### config.mk
export PLATFORM = sky130hd
export DESIGN_NAME = out_bram_reader
export DESIGN_NICKNAME = d
export VERILOG_FILES = /design/src/rtl/out_bram_reader.sv
export SDC_FILE = /design/constraint.sdc
export NUM_CORES = 1
export LEC_CHECK = 0
export BUFFER_PORTS_ARGS = -buffer_cell sky130_fd_sc_hd__buf_4
export CAP_MARGIN = 20
export CORE_ASPECT_RATIO = 0.8
export CORE_MARGIN = 3
export CORE_UTILIZATION = 60
export DETAILED_ROUTE_END_ITERATION = 10
export PLACE_DENSITY = 0.92
export SYNTH_ARGS = -nofsm -noshare
export SYNTH_HDL_FRONTEND = slang
export SYNTH_SLANG_ARGS = --single-unit
### constraint.sdc
create_clock -name clk -period 4.4 [get_ports clk]
set_input_delay 0.88 -clock clk [delete_from_list [all_inputs] [get_ports clk]]
set_output_delay 0.88 -clock clk [all_outputs]
set_load 0.01 [all_outputs]
### src/rtl/out_bram_reader.sv
// Output-stage frame reader: on start, reads one frame from the selected BRAM bank and streams it
// over valid/ready. Optional sof/eol sideband is enabled by OUT_BRAM_READER_SOF_EOL_EN.
module out_bram_reader #(
    parameter int unsigned IMG_W      = 640,
    parameter int unsigned IMG_H      = 480,
    parameter int unsigned DATA_W     = 8,
    parameter int unsigned RD_LAT     = 2,
    parameter int unsigned FIFO_DEPTH = 4,
    localparam int unsigned ADDR_W    = $clog2(IMG_W * IMG_H)
) (
    input  logic              clk,
    input  logic              reset,
    input  logic              start,
    input  logic              index,
    output logic              idle,
    output logic              bram_rd_en,
    output logic              bram_rd_bank,
    output logic [ADDR_W-1:0] bram_rd_addr,
    input  logic [DATA_W-1:0] bram_rd_data,
    output logic              out_valid,
    input  logic              out_ready,
`ifdef OUT_BRAM_READER_SOF_EOL_EN
    output logic              out_sof,
    output logic              out_eol,
`endif
    output logic [DATA_W-1:0] out_data
);

    localparam int unsigned NPIX  = IMG_W * IMG_H;
    localparam int unsigned PTR_W = $clog2(FIFO_DEPTH);
    localparam int unsigned CNT_W = $clog2(FIFO_DEPTH + 1);
    localparam logic [ADDR_W-1:0] LAST_ADDR = ADDR_W'(NPIX - 1);
`ifdef OUT_BRAM_READER_SOF_EOL_EN
    localparam int unsigned FW = DATA_W + 2;
`else
    localparam int unsigned FW = DATA_W;
`endif

    typedef enum logic [1:0] {StIdle, StRead, StDrain} state_e;

    state_e            state_q;
    logic              idle_q;
    logic              bank_q;
    logic [ADDR_W-1:0] addr_q;
    logic [RD_LAT-1:0] vld_q;
    logic [CNT_W-1:0]  inflight_q;
    logic [CNT_W-1:0]  count_q;
    logic [PTR_W-1:0]  wr_ptr_q;
    logic [PTR_W-1:0]  rd_ptr_q;
    logic [FW-1:0]     mem_q [FIFO_DEPTH];

    logic          credit_ok;
    logic          rd_en;
    logic          push;
    logic          pop;
    logic [FW-1:0] push_word;

`ifdef OUT_BRAM_READER_SOF_EOL_EN
    logic [1:0] tag_q [RD_LAT];
    logic [1:0] issue_tag;
`endif

    // Credit covers every read that could still land in the FIFO, so a push never finds it full.
    always_comb begin
        credit_ok = ({1'b0, inflight_q} + {1'b0, count_q}) < (CNT_W + 1)'(FIFO_DEPTH);
        rd_en     = (state_q == StRead) && credit_ok;
        push      = vld_q[RD_LAT-1];
        pop       = (count_q != '0) && out_ready;
`ifdef OUT_BRAM_READER_SOF_EOL_EN
        issue_tag = {addr_q == '0, (32'(addr_q) % IMG_W) == (IMG_W - 1)};
        push_word = {tag_q[RD_LAT-1], bram_rd_data};
`else
        push_word = bram_rd_data;
`endif
    end

    always_ff @(posedge clk) begin
        if (reset) begin
            state_q <= StIdle;
            idle_q  <= 1'b1;
            bank_q  <= 1'b0;
            addr_q  <= '0;
        end else begin
            case (state_q)
                StIdle: begin
                    if (start) begin
                        bank_q  <= index;
                        addr_q  <= '0;
                        state_q <= StRead;
                        idle_q  <= 1'b0;
                    end
                end
                StRead: begin
                    if (rd_en) begin
                        if (addr_q == LAST_ADDR) begin
                            state_q <= StDrain;
                        end else begin
                            addr_q <= addr_q + ADDR_W'(1);
                        end
                    end
                end
                StDrain: begin
                    if (inflight_q == '0 && count_q == '0 && !pop) begin
                        state_q <= StIdle;
                        idle_q  <= 1'b1;
                    end
                end
                default: begin
                    state_q <= StIdle;
                    idle_q  <= 1'b1;
                end
            endcase
        end
    end

    always_ff @(posedge clk) begin
        if (reset) begin
            vld_q      <= '0;
            inflight_q <= '0;
            count_q    <= '0;
            wr_ptr_q   <= '0;
            rd_ptr_q   <= '0;
        end else begin
            vld_q      <= (vld_q << 1) | RD_LAT'(rd_en);
            inflight_q <= inflight_q + CNT_W'(rd_en) - CNT_W'(push);
            count_q    <= count_q + CNT_W'(push) - CNT_W'(pop);
            if (push) begin
                wr_ptr_q <= wr_ptr_q + PTR_W'(1);
            end
            if (pop) begin
                rd_ptr_q <= rd_ptr_q + PTR_W'(1);
            end
        end
    end

    // Storage needs no reset: occupancy is tracked by count_q and the valid pipeline.
    always_ff @(posedge clk) begin
        if (push) begin
            mem_q[wr_ptr_q] <= push_word;
        end
    end

`ifdef OUT_BRAM_READER_SOF_EOL_EN
    always_ff @(posedge clk) begin
        tag_q[0] <= issue_tag;
        for (int i = 1; i < RD_LAT; i++) begin
            tag_q[i] <= tag_q[i-1];
        end
    end

    assign {out_sof, out_eol, out_data} = mem_q[rd_ptr_q];
`else
    assign out_data = mem_q[rd_ptr_q];
`endif

    assign idle         = idle_q;
    assign bram_rd_en   = rd_en;
    assign bram_rd_bank = bank_q;
    assign bram_rd_addr = addr_q;
    assign out_valid    = (count_q != '0);

endmodule

Word level (Yosys, flattened, before mapping)
Memory sizes are Yosys's and may differ from the RTL's. A register that Yosys moved wholly into a read port is not among the register bits. Index checks and enable logic that the tools add are counted.

Input bits: 13. Output and inout bits: 31. Memories: 1. RAM bits: 32. Flip-flop bits (word level): 35. Logic and storage cells: 59.

Memories: mem_q (words 4, bits a word 8, rd ports 1, clocked after Yosys merged registers in 1, write ports 1, line 50) `logic [FW-1:0] mem_q [FIFO_DEPTH];`.

Reductions and logical operators: 14. Muxes and demuxes: 16. $add $sub $neg: 8. Equality and inequality tests: 8. Bitwise operators: 2. Magnitude comparators: 1.

Operator list (count): $mux 19 (3); $pmux 19 s2 (1); $add 19x1->19 const B (1); $eq 19x19->1 const B (1); $mux 2 (6); $ne 2x2->1 const B (4); $reduce_and 4->1 (2); $add 3x1->3 (2); $logic_not 3->1 (2); $pmux 2 s3 (1); $sub 3x1->3 (2); $add 2x1->2 const B (2); $add 3x3->4 (1); $logic_and 1x1->1 (4); $lt 4x3->1 const B (1); $mux 1 (4); $pmux 1 s3 (1); $reduce_and 3->1 (1); $reduce_bool 3->1 (1); $eq 2x1->1 const B (1); $eq 2x2->1 const B (1); $logic_not 2->1 (1); $ne 2x1->1 const B (1); $or 2x1->2 (1); 4 further kinds (4).

Longest topological paths before layout
Depth in word-level cells: 6. Depth in mapped cells: 10. Mapped depth without buffers: 10.

Worst setup path after synthesis
Ideal clock, no wire load.

Path type: reg2reg. Start point: register addr_q[0] (netlist: bram_rd_addr[0]). End point: register addr_q[17] (netlist: bram_rd_addr[17]). Cell stages (with the launch flop): 8. Data arrival time: 2342 ps. Path slack: 1939 ps. Setup time: 120 ps. Period minus slack after synthesis: 2461 ps. Path buffers: 1. Cells stage by stage: dfxtp_1 -> ha_1 -> nand3_4 -> or4_4 -> buf_6 -> o41a_4 -> and3_1 -> a211o_1.

Longest elaborated chain between the ends: 4.

RTL lines: from (decl) (line 44) `logic [ADDR_W-1:0] addr_q;`; from (signal assigned) (line 98) `addr_q <= addr_q + ADDR_W'(1);`; $add 19x1->19 (line 98); $mux 19 (line 95) `if (addr_q == LAST_ADDR) begin`; $mux 19 (line 94) `if (rd_en) begin`; $pmux 19 s2 (line 84) `case (state_q)`.

Several ways; a longest one is shown, not always the timed one. The select of a mux whose other input is x is not followed. A chain may end at the register's enable or synchronous reset.

Worst setup path after layout
Start point: register addr_q[1] (netlist: bram_rd_addr[1]). End point: register addr_q[15] (netlist: bram_rd_addr[15]).

The elaborated chain is that of the path after synthesis.

==> results.json <==
{
  "grt_pass1_wl_um": 10700,
  "track_usage_pct": 22.7,
  "clkSinkCount": 69,
  "n_fill_cell": 312,
  "fp.dieW_um": 87.2,
  "grt-busiest-layer": "met2",
  "hp-class": "reg2reg",
  "synth_sequential_area_ratio_pct": 53.8,
  "ys_ff_latch": 69,
  "drtAntennaViolNets": 0,
  "start_util_pct": 65.3,
  "end_kind": "register",
  "grt_pass1_vias": 2178,
  "p_comb_share_pct": 23.1,
  "netlist_instances": 272,
  "required_ps": 4630,
  "drc": 0,
  "finalInstanceArea_mm2": 0.00369,
  "synthToLayoutAreaGrowth_pct": 16.8,
  "cts.path.max_buffers": 2,
  "worst_ep_arrival_time_ps": 2930,
  "pwr-share-clk_pct": 30.2,
  "power_mw": 1.68,
  "fp.dieH_um": 71.0,
  "layout-drive-gt1-share_pct": 24.0,
  "htree_levels": 3,
  "insertion_delay_ps": 340,
  "switching_power_mw": 0.497,
  "ys.flop_type": "dfxtp_1",
  "antenna_found_initial": 0,
  "viasPerCell": 6.28,
  "drt_iter0_markers": 230,
  "io_pins": 44,
  "ys_warn_count": 0,
  "io_buffers": 43,
  "crit_type": "reg2reg",
  "setup_viol": 0,
  "fin_crit_ps": 2700,
  "nets": 338,
  "dr.pass1.iters": 5,
  "rsz0062_at_grt": "false",
  "cts_tree": "done",
  "n_antenna_cell": 0,
  "gp_congestion": 0.839,
  "syn_area_per_cell_um2": 11.6,
  "total_leakage_power_nw": 1.37,
  "overflow": 0,
  "synth_async_sr_flop_share_pct": 0,
  "setup-tns-final_ps": 0,
  "post-route-period-util_pct": 61.3,
  "rows": 22,
  "routed_wl_um": 6730,
  "hold_viol": 0,
  "startpoint_type": "register",
  "die_area_mm2": 0.00619,
  "utilization_pct": 76.3,
  "cts_hold_buffers": 0,
  "power_switching_share_pct": 29.5,
  "path_clk_slew_ps": 70,
  "maxCapViolations": 0,
  "slew_headroom_pct": 51.4,
  "vias": 2368,
  "p_int_mw": 1.18,
  "numCtsBuffers": 9,
  "fin_skew_ps": 5.80,
  "use_met1_pct": 29.9,
  "core-area_mm2": 0.00484,
  "grt_max_degree": 22,
  "clockRootBuffer": "clkbuf_8",
  "post-cts-setup-buffer-count": 0,
  "slew_viol_final": 0,
  "grtUsageMet3_pct": 6.29,
  "timing.fmax_mhz": 371,
  "peakVddDrop_uv": 368,
  "worst_pin_slew_ps": 730,
  "synth_cell_types": 47,
  "postCtsResizedCells": 0,
  "synth_nets": 298,
  "status": "finished clean",
  "p_per_area_mw_per_mm2": 455,
  "synth-edff-count": 32,
  "dpl.hpwl_um": 4580,
  "avgRoutedWirePerCell_um": 17.8,
  "synth_area_mm2": 0.00316,
  "p_seq_share_pct": 46.7,
  "cp_max_fo": 10,
  "placed_area_mm2": 0.00349,
  "grtUsageMet2_pct": 36.7
}
stage by stage:
stage / hold WS, ps / instances / worst slack [ps]
2_1_floorplan: 414 / 272 / 1940
3_3_place_gp: 426 / 361 / 1900
3_5_place_dp: 428 / 361 / 1820
4_1_cts: 454 / 377 / 1700
5_1_grt: 484 / 377 / 1620
6_report: 447 / 377 / 1700
worst paths after layout:
path                           startpoint                             to  slack [ps]  depth (start not counted)
max          bram_rd_addr[1]$_SDFFE_PP0P_  bram_rd_addr[15]$_SDFFE_PP0P_        1700                          6
min                   vld_q[0]$_SDFF_PP0_            vld_q[1]$_SDFF_PP0_         450                          1
max reg2reg  bram_rd_addr[1]$_SDFFE_PP0P_  bram_rd_addr[15]$_SDFFE_PP0P_        1700                          6
min reg2reg           vld_q[0]$_SDFF_PP0_            vld_q[1]$_SDFF_PP0_         450                          1
final cells by class:
| cell class | count | area, um2 | share of cell area [%] |
|---|---|---|---|
| Timing Repair Buffer | 44 | 330 | 8.94 |
| Tap cell | 60 | 75.1 | 2.03 |
| Clock inverter | 7 | 76.3 | 2.07 |
| Inverter | 14 | 52.6 | 1.42 |
| Multi-Input combinational cell | 174 | 1340 | 36.1 |
| Clock buffer | 9 | 124 | 3.35 |
| Sequential cell | 69 | 1700 | 46.1 |
synth_stat cells (all sizes together) (8+ instances only):
cell / number / area (um2)
a21oi: 10 / 53.8
clkbuf: 9 / 36.3
dfxtp: 37 / 741
edfxtp: 32 / 961
ha: 11 / 138
inv: 14 / 52.6
mux4: 8 / 180
nand2: 8 / 30.0
nand3: 12 / 72.6
nand4: 8 / 56.3
nor2: 21 / 78.8
nor3: 8 / 40.0
o21ai: 15 / 75.1
o311ai: 9 / 78.8
power by group through the flow:
stage	logic (mW)	clock network [mW]	registers, mW
2_1_floorplan	0.286	0	0.766
4_1_cts	0.392	0.514	0.787
3_5_place_dp	0.389	0	0.800
3_3_place_gp	0.368	0	0.796
6_report	0.388	0.508	0.786
5_1_grt	0.432	0.539	0.795
worst max-delay path, cell delays in order, from the launching register on:
cell,delay (ps)
dfxtp_1,440
ha_1,300
nand3_4,120
or4_4,640
o41ai_4,660
nor3b_1,120
a211o_1,300
metal layers:
metal  share of wire [%]  vias to the layer above
li1                    -                     1117
met1                  42                     1112
met2                  49                      130
met3                 8.5                        9
met4                 1.0                        0
met5                   0                        -
flip-flops by register name (all words and copies together) (netlist names), named ones only:
signal / cells
mem_q: 32
state_q: 2
count_q: 3
rd_ptr_q: 2
wr_ptr_q: 2
idle: 1
inflight_q: 3
bram_rd_addr: 19
bram_rd_bank: 1
vld_q: 2
kinds of logic (layout without fill, tap and decap cells):
logic type / after synthesis / in the layout / synth area share [%]
xor+xnor: 7 / 7 / 1.94
fa+ha+maj: 13 / 13 / 5.61
mux: 9 / 9 / 6.01
simple gates: 91 / 91 / 16.3
compound gates: 54 / 54 / 12.4
buf+inv: 29 / 74 / 4.03
flops: 69 / 69 / 53.8
placed cells by master (no fill, tap or decap), drive strengths merged, types with 4 or more instances in the layout:
cell    Yosys  final
a21oi      10     10
a31oi       6      6
and2        4      4
buf         6     44
clkbuf      9      9
clkinv      0      5
dfxtp      37     37
edfxtp     32     32
ha         11     11
inv        14     14
mux4        8      8
nand2       8      8
nand3      12     12
nand4       8      8
nor2       21     21
nor2b       7      7
nor3        8      8
nor3b       4      4
nor4        7      7
o21ai      15     15
o311ai      9      9
o31ai       4      4
xnor2       5      5
Note: power is estimated with default switching activity, not from simulation.
